File: src/rtl/pe_row_feeder.sv
`default_nettype none
// ============================================================================
// Module      : pe_row_feeder
// Description : Transmit side of the PE-row write interface. Consumes a
//               valid/ready word stream and, per job, emits one ifmap-clear
//               pulse, fw*fw row-major weights, then nl ifmap planes with a
//               switch-lane marker at every inner plane boundary.
// Revision    : 1.0 - initial release
// ============================================================================
module pe_row_feeder #(
   parameter int DATA_WIDTH       = 16,
   parameter int MAX_FILTER_WIDTH = 11,
   parameter int DIM_W            = 10,
   parameter int LANE_W           = 4,
   parameter int LOG_MFW          = $clog2(MAX_FILTER_WIDTH)
) (
   input  logic                  clk,
   input  logic                  reset,
   input  logic                  i_start,
   input  logic [LOG_MFW:0]      i_filter_width,
   input  logic [DIM_W-1:0]      i_ifmap_width,
   input  logic [DIM_W-1:0]      i_ifmap_height,
   input  logic [LANE_W-1:0]     i_num_lanes,
   input  logic [DATA_WIDTH-1:0] i_data,
   input  logic                  i_valid,
   output logic                  o_ready,
   output logic [DATA_WIDTH-1:0] o_weight_data,
   output logic                  o_weight_valid,
   output logic [LOG_MFW:0]      o_wr_w_row_ptr,
   output logic [LOG_MFW:0]      o_wr_w_col_ptr,
   output logic [DATA_WIDTH-1:0] o_ifmap_data,
   output logic                  o_ifmap_valid,
   output logic                  o_reset_ifmap,
   output logic                  o_switch_lane,
   output logic                  o_busy,
   output logic                  o_done,
   output logic                  o_cfg_err
);

   localparam int              PW    = LOG_MFW + 1;
   localparam int              CW    = 2 * DIM_W;
   localparam logic [PW-1:0]   C_MFW = PW'(MAX_FILTER_WIDTH);

   typedef enum logic [2:0] {
      S_IDLE   = 3'd0,
      S_CLR    = 3'd1,
      S_LOAD_W = 3'd2,
      S_LOAD_I = 3'd3,
      S_DONE   = 3'd4
   } state_t;

   state_t                r_state;
   logic [PW-1:0]         r_fw;
   logic [CW-1:0]         r_lane_size;
   logic [LANE_W-1:0]     r_nl;
   logic [PW-1:0]         r_row;
   logic [PW-1:0]         r_col;
   logic [CW-1:0]         r_pix;
   logic [LANE_W-1:0]     r_lane;

   logic                  r_ready;
   logic [DATA_WIDTH-1:0] r_weight_data;
   logic                  r_weight_valid;
   logic [PW-1:0]         r_row_out;
   logic [PW-1:0]         r_col_out;
   logic [DATA_WIDTH-1:0] r_ifmap_data;
   logic                  r_ifmap_valid;
   logic                  r_reset_ifmap;
   logic                  r_switch_lane;
   logic                  r_busy;
   logic                  r_done;
   logic                  r_cfg_err;

   logic                  w_cfg_ok;
   logic                  w_xfer;
   logic [CW-1:0]         w_lane_size;

   // A job is only accepted when every dimension is non-zero and fw fits the row.
   assign w_cfg_ok    = (i_filter_width != '0) && (i_filter_width <= C_MFW) &&
                        (i_ifmap_width != '0) && (i_ifmap_height != '0) &&
                        (i_num_lanes != '0);
   // Words per lane are fixed for the whole job, so the product is latched at start.
   assign w_lane_size = CW'(i_ifmap_width) * CW'(i_ifmap_height);
   assign w_xfer      = i_valid & r_ready;

   assign o_ready        = r_ready;
   assign o_weight_data  = r_weight_data;
   assign o_weight_valid = r_weight_valid;
   assign o_wr_w_row_ptr = r_row_out;
   assign o_wr_w_col_ptr = r_col_out;
   assign o_ifmap_data   = r_ifmap_data;
   assign o_ifmap_valid  = r_ifmap_valid;
   assign o_reset_ifmap  = r_reset_ifmap;
   assign o_switch_lane  = r_switch_lane;
   assign o_busy         = r_busy;
   assign o_done         = r_done;
   assign o_cfg_err      = r_cfg_err;

   // Job sequencer: state, counters and all registered outputs.
   always_ff @(posedge clk) begin
      if (reset) begin
         r_state        <= S_IDLE;
         r_fw           <= '0;
         r_lane_size    <= '0;
         r_nl           <= '0;
         r_row          <= '0;
         r_col          <= '0;
         r_pix          <= '0;
         r_lane         <= '0;
         r_ready        <= 1'b0;
         r_weight_data  <= '0;
         r_weight_valid <= 1'b0;
         r_row_out      <= '0;
         r_col_out      <= '0;
         r_ifmap_data   <= '0;
         r_ifmap_valid  <= 1'b0;
         r_reset_ifmap  <= 1'b0;
         r_switch_lane  <= 1'b0;
         r_busy         <= 1'b0;
         r_done         <= 1'b0;
         r_cfg_err      <= 1'b0;
      end else begin
         // Strobes and pulses are single-cycle unless re-asserted below.
         r_weight_valid <= 1'b0;
         r_ifmap_valid  <= 1'b0;
         r_reset_ifmap  <= 1'b0;
         r_switch_lane  <= 1'b0;
         r_done         <= 1'b0;
         r_cfg_err      <= 1'b0;
         case (r_state)
            S_IDLE: begin
               // Busy falls here, together with the done pulse of the previous job.
               r_busy <= 1'b0;
               if (i_start) begin
                  if (w_cfg_ok) begin
                     r_fw        <= i_filter_width;
                     r_lane_size <= w_lane_size;
                     r_nl        <= i_num_lanes;
                     r_row       <= '0;
                     r_col       <= '0;
                     r_pix       <= '0;
                     r_lane      <= '0;
                     r_busy      <= 1'b1;
                     r_state     <= S_CLR;
                  end else begin
                     r_cfg_err <= 1'b1;
                  end
               end
            end
            S_CLR: begin
               // Ready rises with the clear pulse, so it tracks the load states exactly.
               r_reset_ifmap <= 1'b1;
               r_ready       <= 1'b1;
               r_state       <= S_LOAD_W;
            end
            S_LOAD_W: begin
               if (w_xfer) begin
                  r_weight_data  <= i_data;
                  r_weight_valid <= 1'b1;
                  r_row_out      <= r_row;
                  r_col_out      <= r_col;
                  if (r_col == r_fw - 1'b1) begin
                     r_col <= '0;
                     if (r_row == r_fw - 1'b1) begin
                        r_row   <= '0;
                        r_state <= S_LOAD_I;
                     end else begin
                        r_row <= r_row + 1'b1;
                     end
                  end else begin
                     r_col <= r_col + 1'b1;
                  end
               end
            end
            S_LOAD_I: begin
               if (w_xfer) begin
                  r_ifmap_data  <= i_data;
                  r_ifmap_valid <= 1'b1;
                  if (r_pix == r_lane_size - 1'b1) begin
                     r_pix <= '0;
                     if (r_lane == r_nl - 1'b1) begin
                        r_ready <= 1'b0;
                        r_state <= S_DONE;
                     end else begin
                        r_lane        <= r_lane + 1'b1;
                        r_switch_lane <= 1'b1;
                     end
                  end else begin
                     r_pix <= r_pix + 1'b1;
                  end
               end
            end
            S_DONE: begin
               r_done  <= 1'b1;
               r_state <= S_IDLE;
            end
            default: begin
               r_ready <= 1'b0;
               r_busy  <= 1'b0;
               r_state <= S_IDLE;
            end
         endcase
      end
   end

endmodule
`default_nettype wire

File: config.mk
export PLATFORM = sky130hd
export DESIGN_NAME = pe_row_feeder
export DESIGN_NICKNAME = d
export VERILOG_FILES = /design/src/rtl/pe_row_feeder.sv
export SDC_FILE = /design/constraint.sdc
export NUM_CORES = 1
export LEC_CHECK = 0
export BUFFER_PORTS_ARGS = -buffer_cell sky130_fd_sc_hd__buf_2
export CAP_MARGIN = 20
export CORE_MARGIN = 8
export CORE_UTILIZATION = 40
export DETAILED_ROUTE_END_ITERATION = 7
export SYNTH_ARGS = -nofsm -noshare
export SYNTH_HDL_FRONTEND = slang
export SYNTH_SLANG_ARGS = --single-unit
File: constraint.sdc
create_clock -name clk -period 12.9 [get_ports clk]
set_input_delay 1.29 -clock clk [delete_from_list [all_inputs] [get_ports clk]]
set_output_delay 1.29 -clock clk [all_outputs]
set_load 0.03 [all_outputs]
### After elaboration in Yosys (flattened, before gate mapping)

Index checks and enable logic that the tools add are counted.

* $add $sub $neg: 7
* multiply operators: 1
* order comparisons: 1
* equal/unequal tests: 17
* mux-type cells: 41
* bitwise gates (word level): 8
* reduce and logical (&&, ||, !) cells: 26

Operators by type and width (number)
* $mux 20: 4
* $pmux 20 s2: 1
* $mux 5: 7
* $mux 3: 8
* $add 20x1->20 const B: 1
* $eq 20x20->1: 1
* $mul 10x10->20: 1
* $mux 4: 5
* $pmux 5 s2: 2
* $reduce_bool 10->1: 2
* $sub 20x1->20 const B: 1
* $ne 2x2->1 const B: 9
* $pmux 3 s4: 1
* $reduce_and 4->1: 3
* $add 5x1->5 const B: 2
* $eq 5x5->1: 2
* $mux 1: 10
* $pmux 4 s2: 1
* $reduce_and 8->1: 1
* $reduce_or 4->1: 2
* $not 1->1: 7
* $eq 3x2->1 const B: 2
* $reduce_and 6->1: 1
* $reduce_or 3->1: 2
* 19 further kinds: 25

* register bits: 116
* input port bits: 49
* output and inout port bits: 50
* logic and storage cells: 121

### Logic depth before layout (Yosys ltp)

Gate-level depths: netlist of run 1.

* word-level depth: 8
* mapped depth: 21
* mapped depth without buffers: 20

### Least setup slack after synthesis of run 1

Ideal clock, no wire load.

* kind: input -> register
* start point: in i_ifmap_width[2]
* end point: reg r_lane_size[19]
* library setup time: 70 ps
* data arrival time: 6008 ps
* required time: 12830 ps
* setup slack: 6821 ps
* stages on the path: 19
* path buffers: 1
* cells stage by stage: clkbuf_1 > nand2_1 > fa_1 > fa_1 > inv_1 > fa_1 > fa_1 > inv_1 > fa_1 > inv_1 > ha_1 > o211ai_1 > a21boi_0 > and3_1 > a2111o_1 > a41oi_1 > xnor2_1 > nand2_1 > a21oi_1

* word-level cells in the longest chain between the ends: 5
* elaborated cells between the ends (all ways): 6
* those cells by class: mul (1); reduce/logical (5)

Ends and longest elaborated chain
* from (decl): line 21 `input logic [DIM_W-1:0] i_ifmap_width,`
* branches (longest 5 deep; another with $mul 10x10->20)
* to (signal assigned): line 137 `r_lane_size <= w_lane_size;`
* to (decl): line 54 `logic [CW-1:0] r_lane_size;`

Several ways; the timed one is not identified.
A chain may end at the register's enable or synchronous reset.

### Final worst setup path of run 1

* start point: in i_ifmap_width[5]
* end point: reg r_lane_size[18]

The elaborated chain is that of the path after synthesis.

==> run summary, run 1 <==
Overflow after GRT: 0
Pleak: 4.421 nW
Post-layout min period: 5919 ps
Yosys warns: 0
Worst Setup SP: i_ifmap_width[5]
Vias per inst: 5.133
CTS tree: done
Worst Path Arrival: 6260 ps
RSZ-0062 raised after global routing: no
Clock skew: 10.55 ps
Maximum vdd drop: 0.1129 mV
Area Overhead vs Synth: 13.76%
Max Slew Vio Count: 0
Outcome: finished, final reports clean
Root Buffer: clkbuf_16
Largest net degree at the start of global routing: 48
Die width: 164.8 um
Post-synth EDFFs: 0
Dpl hpwl: 16,660 um
Later-pin clock latency in the skew report: 410 ps
Finish-stage setup viols: 0
Worst endpoint required time: 13,240 ps
CTS Hold Bufs: 0
CP max stage cell: fa_1
Die Span Y: 164.8 um
CTS buffer count: 17
Deepest clock path buffer count: 2
Syn_nets: 1,248
Top_reg_cell synth: dfxtp_1
Vias in the first global route: 7,214
Global placement routability congestion: 0.8563
Worst min path class: flip-flop to flip-flop
Gr usage total: 16.29%
Max FO, Critical Path: 11
Buf/Inv on CP: 6
Unique masters post-synth: 63
Kind of critical path: primary input to flip-flop
Max Clock Freq: 168.9 MHz
Initial Util: 40.71%
Seq cells post-synth: 116
Port bufs: 98
Antenna cells: 0
Seq/Total Area, Yosys: 26.22%
Largest stage delay on the critical path: 540 ps
Slew @ Worst Pin: 906.5 ps
Syn_area_per_cell: 8.239 um^2
Pwr/cell area: 161.3 nW/um^2
Global-route wire length before repair: 36,070 um
Area of the die: 27,160 um^2
HP Start: o_weight_data[6]
Initial antenna violation count: 0
CP cell instances: buf_2 -> nand2_1 -> fa_1 -> inv_1 -> fa_1 -> inv_1 -> fa_1 -> inv_1 -> fa_1 -> inv_1 -> fa_1 -> inv_1 -> ha_1 -> nor3_1 -> a21boi_0 -> o21ai_0 -> a31oi_1 -> nor2b_1 -> o21a_1 -> o211ai_1
Routed len/inst: 15.23 um
Vias: 7,319
Residual DRC: 0
Layout cells sized above 1: 13.00%
Critical register-to-register path startpoint: r_lane_size[0]
CP Capture Type: flip-flop
Initial DRT Pass Iterations: 5
Family with the most delay on the worst path: adder cells
Htree depth: 4
Final hold slack: 449.2 ps
Routed WL: 21,720 um
CP Launch Type: primary input
Clock edge transition at the registers on the reported setup and hold paths: 50 ps
Post-Syn Area: 8857 um^2
Initial DRC Count: 474
Ys async rst share: 0%
IO Pins: 99
Post-cts gate resize count: 0
Nets: 1,306
Final Hold Viols: 0
Fin crit share: 45.89%
Slew HR: 39.57%
Max-Cap Viols: 0
Routed Antenna Nets: 0
Row cnt: 54
Core box area: 21,760 um^2
Setup TNS: 0 ps
CTS sink cnt: 116
Gate Count Post-Synth: 1,075
Post-CTS setup buffer count: 0
layer usage:
| metal | track usage, % | wire (um) | vias up | part of all wire (%) |
|---|---|---|---|---|
| met5 | 0 | 0 | - | 0 |
| met4 | 5.242 | 362 | 0 | 1.7 |
| met3 | 2.742 | 994 | 30 | 4.6 |
| met2 | 25.78 | 10050 | 164 | 46 |
| met1 | 22.21 | 10320 | 3423 | 47 |
| li1 | - | - | 3702 | - |
sequential cells by signal, summed over array words and instances, names as in the netlist, 3 cells and up:
name            flops
r_pix              20
r_row               5
o_weight_data      16
r_state             3
r_col               5
r_lane_size        20
o_wr_w_row_ptr      5
r_nl                4
o_ifmap_data       16
r_fw                5
o_wr_w_col_ptr      5
r_lane              4
kinds of logic (layout without fill, tap and decap cells):
family / Yosys count / in the layout / share of synthesized area [%]
compound gates: 156 / 156 / 10.86
xor+xnor: 86 / 86 / 8.504
fa+ha+maj: 124 / 124 / 22.77
buf+inv: 141 / 212 / 6.244
flops: 116 / 116 / 26.22
mux: 7 / 7 / 0.7911
simple gates: 445 / 445 / 24.61
cell type report:
class / count / area [um^2]
clock buffers: 19 / 452.9
clock inverters: 13 / 146.4
fillers: 2163 / 11680
inverters: 77 / 289.0
multi-input cells: 818 / 5987
flip-flops and latches: 116 / 2322
well taps: 280 / 350.3
repair buffers: 103 / 528.0
path summary, 6_finish.rpt:
check	to	slack, ps	cells past startpoint
min reg2reg	o_weight_data[6]	450	2
min	o_weight_data[6]	450	2
max	r_lane_size[18]	6980	20
max reg2reg	r_pix[17]	9380	10
stage by stage:
step / cells / setup slack [ps] / area (um^2) / total power [mW] / utilization (%)
after detailed placement: 1394 / 6590 / 9477 / 1.155 / 43.56
after CTS: 1426 / 7012 / 10080 / 1.640 / 46.31
final: 1426 / 6981 / 10080 / 1.625 / 46.31
after global placement: 1394 / 6661 / 9477 / 1.150 / 43.56
after floorplan: 1075 / 6821 / 8857 / 1.010 / -
after global routing: 1426 / 6665 / 10080 / 1.761 / 46.31
worst register-to-register path, delay by kind of cell (launching register included):
kind,cells,cell delay [ps]
simple gates,4,1910
compound gates,2,450
flops,1,360
fa+ha+maj,1,230
mux,1,190
xor+xnor,1,150
buf+inv,1,80
power by group:
part	internal [mW]	total (mW)	switching, mW
sequential	0.375	0.400	0.0246
clock	0.297	0.475	0.178
combinational	0.329	0.750	0.422
cells in the mapped netlist (all sizes together) (2+ instances only):
cell       n  area, um^2
nand4b     2       17.52
nand2    198       743.2
o21a       3       22.52
a221oi     2       35.04
nor3      38       201.5
clkbuf    55       206.5
mux2i      7       70.07
o21ai     13       65.06
o21bai     4       30.03
a31oi     10       62.56
a211o      3       26.28
and2      60       375.4
a22o       2       17.52
a21boi     2       15.01
buf        9       57.54
a21o       8       60.06
o211ai     3       22.52
and3       8       50.05
or4        6       52.55
nand3b     2       15.01
inv       77       289.0
dfxtp    116        2322
fa        62        1241
a211oi     7       52.55
ha        62       775.7
nor2      49       183.9
nand4     14       102.6
and4       3       26.28
nor3b      2       15.01
xnor2     52       455.4
nand3     22       110.1
or3        9       61.31
a21oi     85       425.4
nor2b      2       12.51
nor4      16       100.1
xor2      34       297.8
nor4b      5       43.79
a2111oi    2       17.52
or2        5       31.28
o31ai      3       22.52
layout by cell type, fill, tap and decap left out, types with 5 or more instances in the layout:
cell type / n
nand2_1: 198
dfxtp_1: 116
buf_2: 98
a21oi_1: 85
inv_1: 77
fa_1: 62
ha_1: 62
and2_1: 60
xnor2_1: 52
nor2_1: 47
nor3_1: 37
xor2_1: 34
nand3_1: 22
clkbuf_16: 17
nor4_1: 16
nand4_1: 13
o21ai_0: 12
a31oi_1: 10
or3_1: 8
and3_1: 8
a21o_1: 8
a211oi_1: 7
mux2i_1: 7
nor4b_1: 5
buf_4: 5
Power figures use the tool's default switching activity.
==> run 2: changes to the inputs <==
- clock period: 12.9 -> 6.1 ns (I/O delays scaled with it)
==> run 2 against run 1 <==
Non-clock buffer count did not move; sequential share of layout area fell by 0.068 points; setup slack got worse by 6100 ps; critical path depth fell by 1; first-iteration DRC count fell by 15%; die area did not move; combinational power rose by 110%; via count rose by 0.55%; sequential power rose by 110%; total power rose by 110%; clock power rose by 120%.
==> run summary, run 2 (synthesis gave the netlist of run 1 again) <==
Commonest non-fill, non-tap cells in the layout: 198 x nand2_1, 116 x dfxtp_1, 98 x buf_2, 85 x a21oi_1, 77 x inv_1
Final hold slack: 441.3 ps
Routed Antenna Nets: 0
Dpl hpwl: 16,380 um
RSZ-0062 raised after global routing: no
Top flop regs: r_lane_size x20, r_pix x20
Switching power: 1.333 mW
Post-cts gate resize count: 0
Pleak: 4.436 nW
CTS tree: done
Initial Util: 40.71%
Slew @ Worst Pin: 935.2 ps
Area of the multi-input gates: 5987 um^2
Clk pwr share: 30.2%
Post-placement cell area: 9477 um^2
Residual DRC: 0
Port bufs: 98
Kind of critical path: primary input to flip-flop
Die Span Y: 164.8 um
Global placement routability congestion: 0.8236
Layout fillers: 2,162
Gr usage total: 15.78%
Gate power share: 45.5%
Maximum vdd drop: 0.1763 mV
Initial antenna violation count: 0
Register area: 2322 um^2
Htree depth: 4
Clock edge transition at the registers on the reported setup and hold paths: 60 ps
Layout Utilization: 46.45%
Max Slew Vio Count: 0
Pwr/cell area: 345.1 nW/um^2
Sequential power share: 24.3%
Area of the die: 27,160 um^2
Layout cells sized above 1: 13.00%
Max-Cap Viols: 0
Die width: 164.8 um
Setup TNS: 0 ps
Row cnt: 54
Post-layout min period: 5228 ps
Outcome: finished, final reports clean
Root Buffer: clkbuf_16
Vias per inst: 5.161
Final Hold Viols: 0
Area Overhead vs Synth: 14.10%
R2r setup slk: 2630 ps
Overflow after GRT: 0
CTS buffer count: 17
Max FO, Critical Path: 11
Finish-stage setup viols: 0
CTS Hold Bufs: 0
Worst min path class: primary input to flip-flop
Clock skew: 11.66 ps
Worst Path Arrival: 5560 ps
CP Launch Type: primary input
Initial DRC Count: 404
Internal power: 2.155 mW
Sw Ratio: 38.22%
Largest net degree at the start of global routing: 90
Post-CTS setup buffer count: 0
Final Cell Area: 10,110 um^2
Later-pin clock latency in the skew report: 420 ps
Slew HR: 37.65%
Nets: 1,306
CP Capture Type: flip-flop
IO Pins: 99
CTS sink cnt: 116
Worst endpoint required time: 6430 ps
Total power: 3.488 mW
Global-route wire length before repair: 35,290 um
Vias in the first global route: 7,054
Deepest clock path buffer count: 2
Max Clock Freq: 191.3 MHz
Routed WL: 21,380 um
Core box area: 21,760 um^2
Vias: 7,359
Routed len/inst: 14.99 um
Initial DRT Pass Iterations: 6
Antenna cells: 0
Most common cell after layout, fill and taps aside: nand2_1
Fin crit share: 85.70%
[run 2: stage by stage]
| step | worst slack, ps | instances |
|---|---|---|
| floorplan | 701.1 | 1075 |
| global placement | 547.8 | 1394 |
| detailed placement | 458.3 | 1394 |
| CTS | 879.7 | 1426 |
| global route | 585.3 | 1426 |
| finish | 872.2 | 1426 |
[run 2: per-layer routing]
metal	wire length, um	global-route usage [%]	part of all wire [%]	vias to the layer above
met5	0	0	0	-
met4	293	4.627	1.4	0
met3	764	2.069	3.6	20
met2	9912	25.75	46	134
met1	10410	21.41	49	3488
li1	-	-	-	3717
[run 2: final timing paths]
kind                                   startpoint                 to  cells past startpoint
worst min register to register  o_wr_w_row_ptr[0]  o_wr_w_row_ptr[0]                      2
worst min-delay path                   i_data[11]   o_ifmap_data[11]                      3
worst max-delay path             i_ifmap_width[2]    r_lane_size[19]                     19
worst max register to register     r_lane_size[4]           r_pix[4]                      7
[run 2: power by group through the flow]
stage / combinational, mW / clock [mW] / sequential (mW)
after floorplan: 1.29 / 0 / 0.844
after global placement: 1.57 / 0 / 0.862
after detailed placement: 1.58 / 0 / 0.863
after CTS: 1.60 / 1.08 / 0.846
after global routing: 1.80 / 1.11 / 0.853
final: 1.59 / 1.05 / 0.846
[run 2: worst max-delay path, cell delays in order]
cell	delay, ps
buf_2	180
nand2_1	100
fa_1	510
fa_1	540
inv_1	60
fa_1	510
fa_1	550
inv_1	50
fa_1	400
inv_1	60
ha_1	270
o211ai_1	230
a21boi_0	200
and3_1	240
a2111o_1	430
a41oi_1	250
xnor2_1	150
nand2_1	70
a21oi_1	130
[run 2: area by class of cell]
| cell class | count | area share [%] |
|---|---|---|
| flip-flops and latches | 116 | 22.98 |
| inverters | 77 | 2.860 |
| multi-input cells | 818 | 59.24 |
| clock inverters | 14 | 1.882 |
| repair buffers | 103 | 5.225 |
| clock buffers | 18 | 4.346 |
| well taps | 280 | 3.467 |
==> run 3: changes to the inputs <==
==> constraint.sdc (replaced) <==
create_clock -name clk -period 6.1 [get_ports clk]
set_input_delay 0.915 -clock clk [delete_from_list [all_inputs] [get_ports clk]]
set_output_delay 0.915 -clock clk [all_outputs]
set_load 0.03 [all_outputs]
==> run 3 against run 2 <==
Routed wire length increased by 0.64%; die area stayed put; flip-flop and latch count is the same.
==> run summary, run 3 (synthesis gave the netlist of run 1 again) <==
Outcome: finished, final reports clean
Vias per inst: 5.146
Global-route wire length before repair: 35,780 um
Initial DRT Pass Iterations: 4
CP Launch Type: primary input
HP Start: o_wr_w_row_ptr[0]
Max-Cap Viols: 0
Vias: 7,344
Row cnt: 54
Root Buffer: clkbuf_16
Layout cells sized above 1: 13.08%
Finish-stage setup viols: 0
Final Cell Area: 10,050 um^2
Initial Util: 40.71%
Routed len/inst: 15.08 um
Die Span Y: 164.8 um
Pwr/cell area: 336.4 nW/um^2
CP max stage cell: fa_1
Htree depth: 4
Gr usage total: 16.12%
Largest stage delay on the critical path: 550 ps
Critical register-to-register path startpoint: r_lane_size[4]
Later-pin clock latency in the skew report: 420 ps
Deepest clock path buffer count: 2
Max FO, Critical Path: 11
Largest net degree at the start of global routing: 88
Maximum vdd drop: 0.2153 mV
Top flop regs: r_lane_size x20, r_pix x20
Routed WL: 21,520 um
Clock skew: 11.55 ps
Commonest non-fill, non-tap cells in the layout: 198 x nand2_1, 116 x dfxtp_1, 98 x buf_2, 85 x a21oi_1, 77 x inv_1
Nets: 1,307
CP cell instances: buf_2 -> nand2_1 -> fa_1 -> fa_1 -> inv_1 -> fa_1 -> fa_1 -> inv_1 -> fa_1 -> inv_1 -> ha_1 -> o211ai_1 -> a21boi_0 -> and3_1 -> a2111o_1 -> a41oi_1 -> xnor2_1 -> nand2_1 -> a21oi_1
Global placement routability congestion: 0.8269
Initial DRC Count: 414
Pleak: 4.401 nW
Worst Path Arrival: 5870 ps
Final Hold Viols: 0
Area of the die: 27,160 um^2
RSZ-0062 raised after global routing: no
Initial antenna violation count: 0
Post-CTS setup buffer count: 0
Routed Antenna Nets: 0
CTS tree: done
Residual DRC: 0
Most used cell, CP: fa_1
Port bufs: 98
Fin crit share: 90.57%
Vias in the first global route: 7,135
Area Overhead vs Synth: 13.46%
Max Clock Freq: 181.0 MHz
Clock edge transition at the registers on the reported setup and hold paths: 60 ps
Worst min path class: flip-flop to flip-flop
Slew @ Worst Pin: 919.7 ps
Core box area: 21,760 um^2
Post-cts gate resize count: 0
IO Pins: 99
Die width: 164.8 um
Worst Setup SP: i_ifmap_width[2]
CTS sink cnt: 116
Post-layout min period: 5525 ps
Antenna cells: 0
CTS Hold Bufs: 0
Kind of critical path: primary input to flip-flop
Max Slew Vio Count: 0
Dpl hpwl: 16,520 um
Overflow after GRT: 0
Post-placement cell area: 9484 um^2
Setup TNS: 0 ps
CP Capture Type: flip-flop
Slew HR: 38.69%
CTS buffer count: 17
Most common cell after layout, fill and taps aside: nand2_1
Worst endpoint required time: 6440 ps
-- run 3: changes by cell type in the layout (fill, tap and decap cells not counted) --
cell	delta
clkinv_4	-3
clkinv_2	+3
inv_8	-2
buf_4	+1
bufinv_16	-2
clkinvlp_4	+4
-- run 3: path summary, 6_finish.rpt --
check	end	cells after the start	slack [ps]
worst max-delay path	r_lane_size[19]	19	580
worst min-delay path	o_wr_w_row_ptr[0]	2	450
worst max register to register	r_pix[2]	7	2590
worst min register to register	o_wr_w_row_ptr[0]	2	450
-- run 3: report_power, final --
| part | internal [mW] | switching [mW] | leakage, nW |
|---|---|---|---|
| Sequential | 0.794 | 0.0533 | 0.937 |
| Clock | 0.573 | 0.381 | 0.266 |
| Combinational | 0.697 | 0.882 | 3.20 |
-- run 3: worst max-delay path, delay by kind of cell --
family,cells,cell delay (ps)
buffers and inverters,4,370
XOR/XNOR,1,150
AND/OR/NAND/NOR,3,410
adder cells (fa/ha/maj),6,2800
AO/OA/AOI/OAI,5,1210
-- run 3: layout make-up --
cell class	count	area [um^2]
flip-flops and latches	116	2322
clock buffers	18	439.2
multi-input cells	818	5987
clock inverters	14	126.4
well taps	280	350.3
fillers	2177	11710
inverters	77	289.0
repair buffers	104	535.5
-- run 3: per-stage QoR --
| step | hold WS, ps | total power, mW | worst slack, ps | std cells | utilization (%) |
|---|---|---|---|---|---|
| final | 448.9 | 3.380 | 575.4 | 1427 | 46.19 |
| after global routing | 465.8 | 3.661 | 227.4 | 1427 | 46.19 |
| after CTS | 451.8 | 3.409 | 554.4 | 1427 | 46.19 |
| after detailed placement | 443.5 | 2.440 | 121.7 | 1395 | 43.59 |
| after global placement | 437.7 | 2.437 | 228.1 | 1395 | 43.59 |
| after floorplan | 444.4 | 2.135 | 396.1 | 1075 | - |
-- run 3: per-layer routing --
layer,track usage (%),share of wire [%],vias to the layer above
li1,-,-,3707
met4,5.487,1.5,0
met1,22.01,49,3477
met2,25.50,45,129
met5,0,0,-
met3,2.493,4.0,31
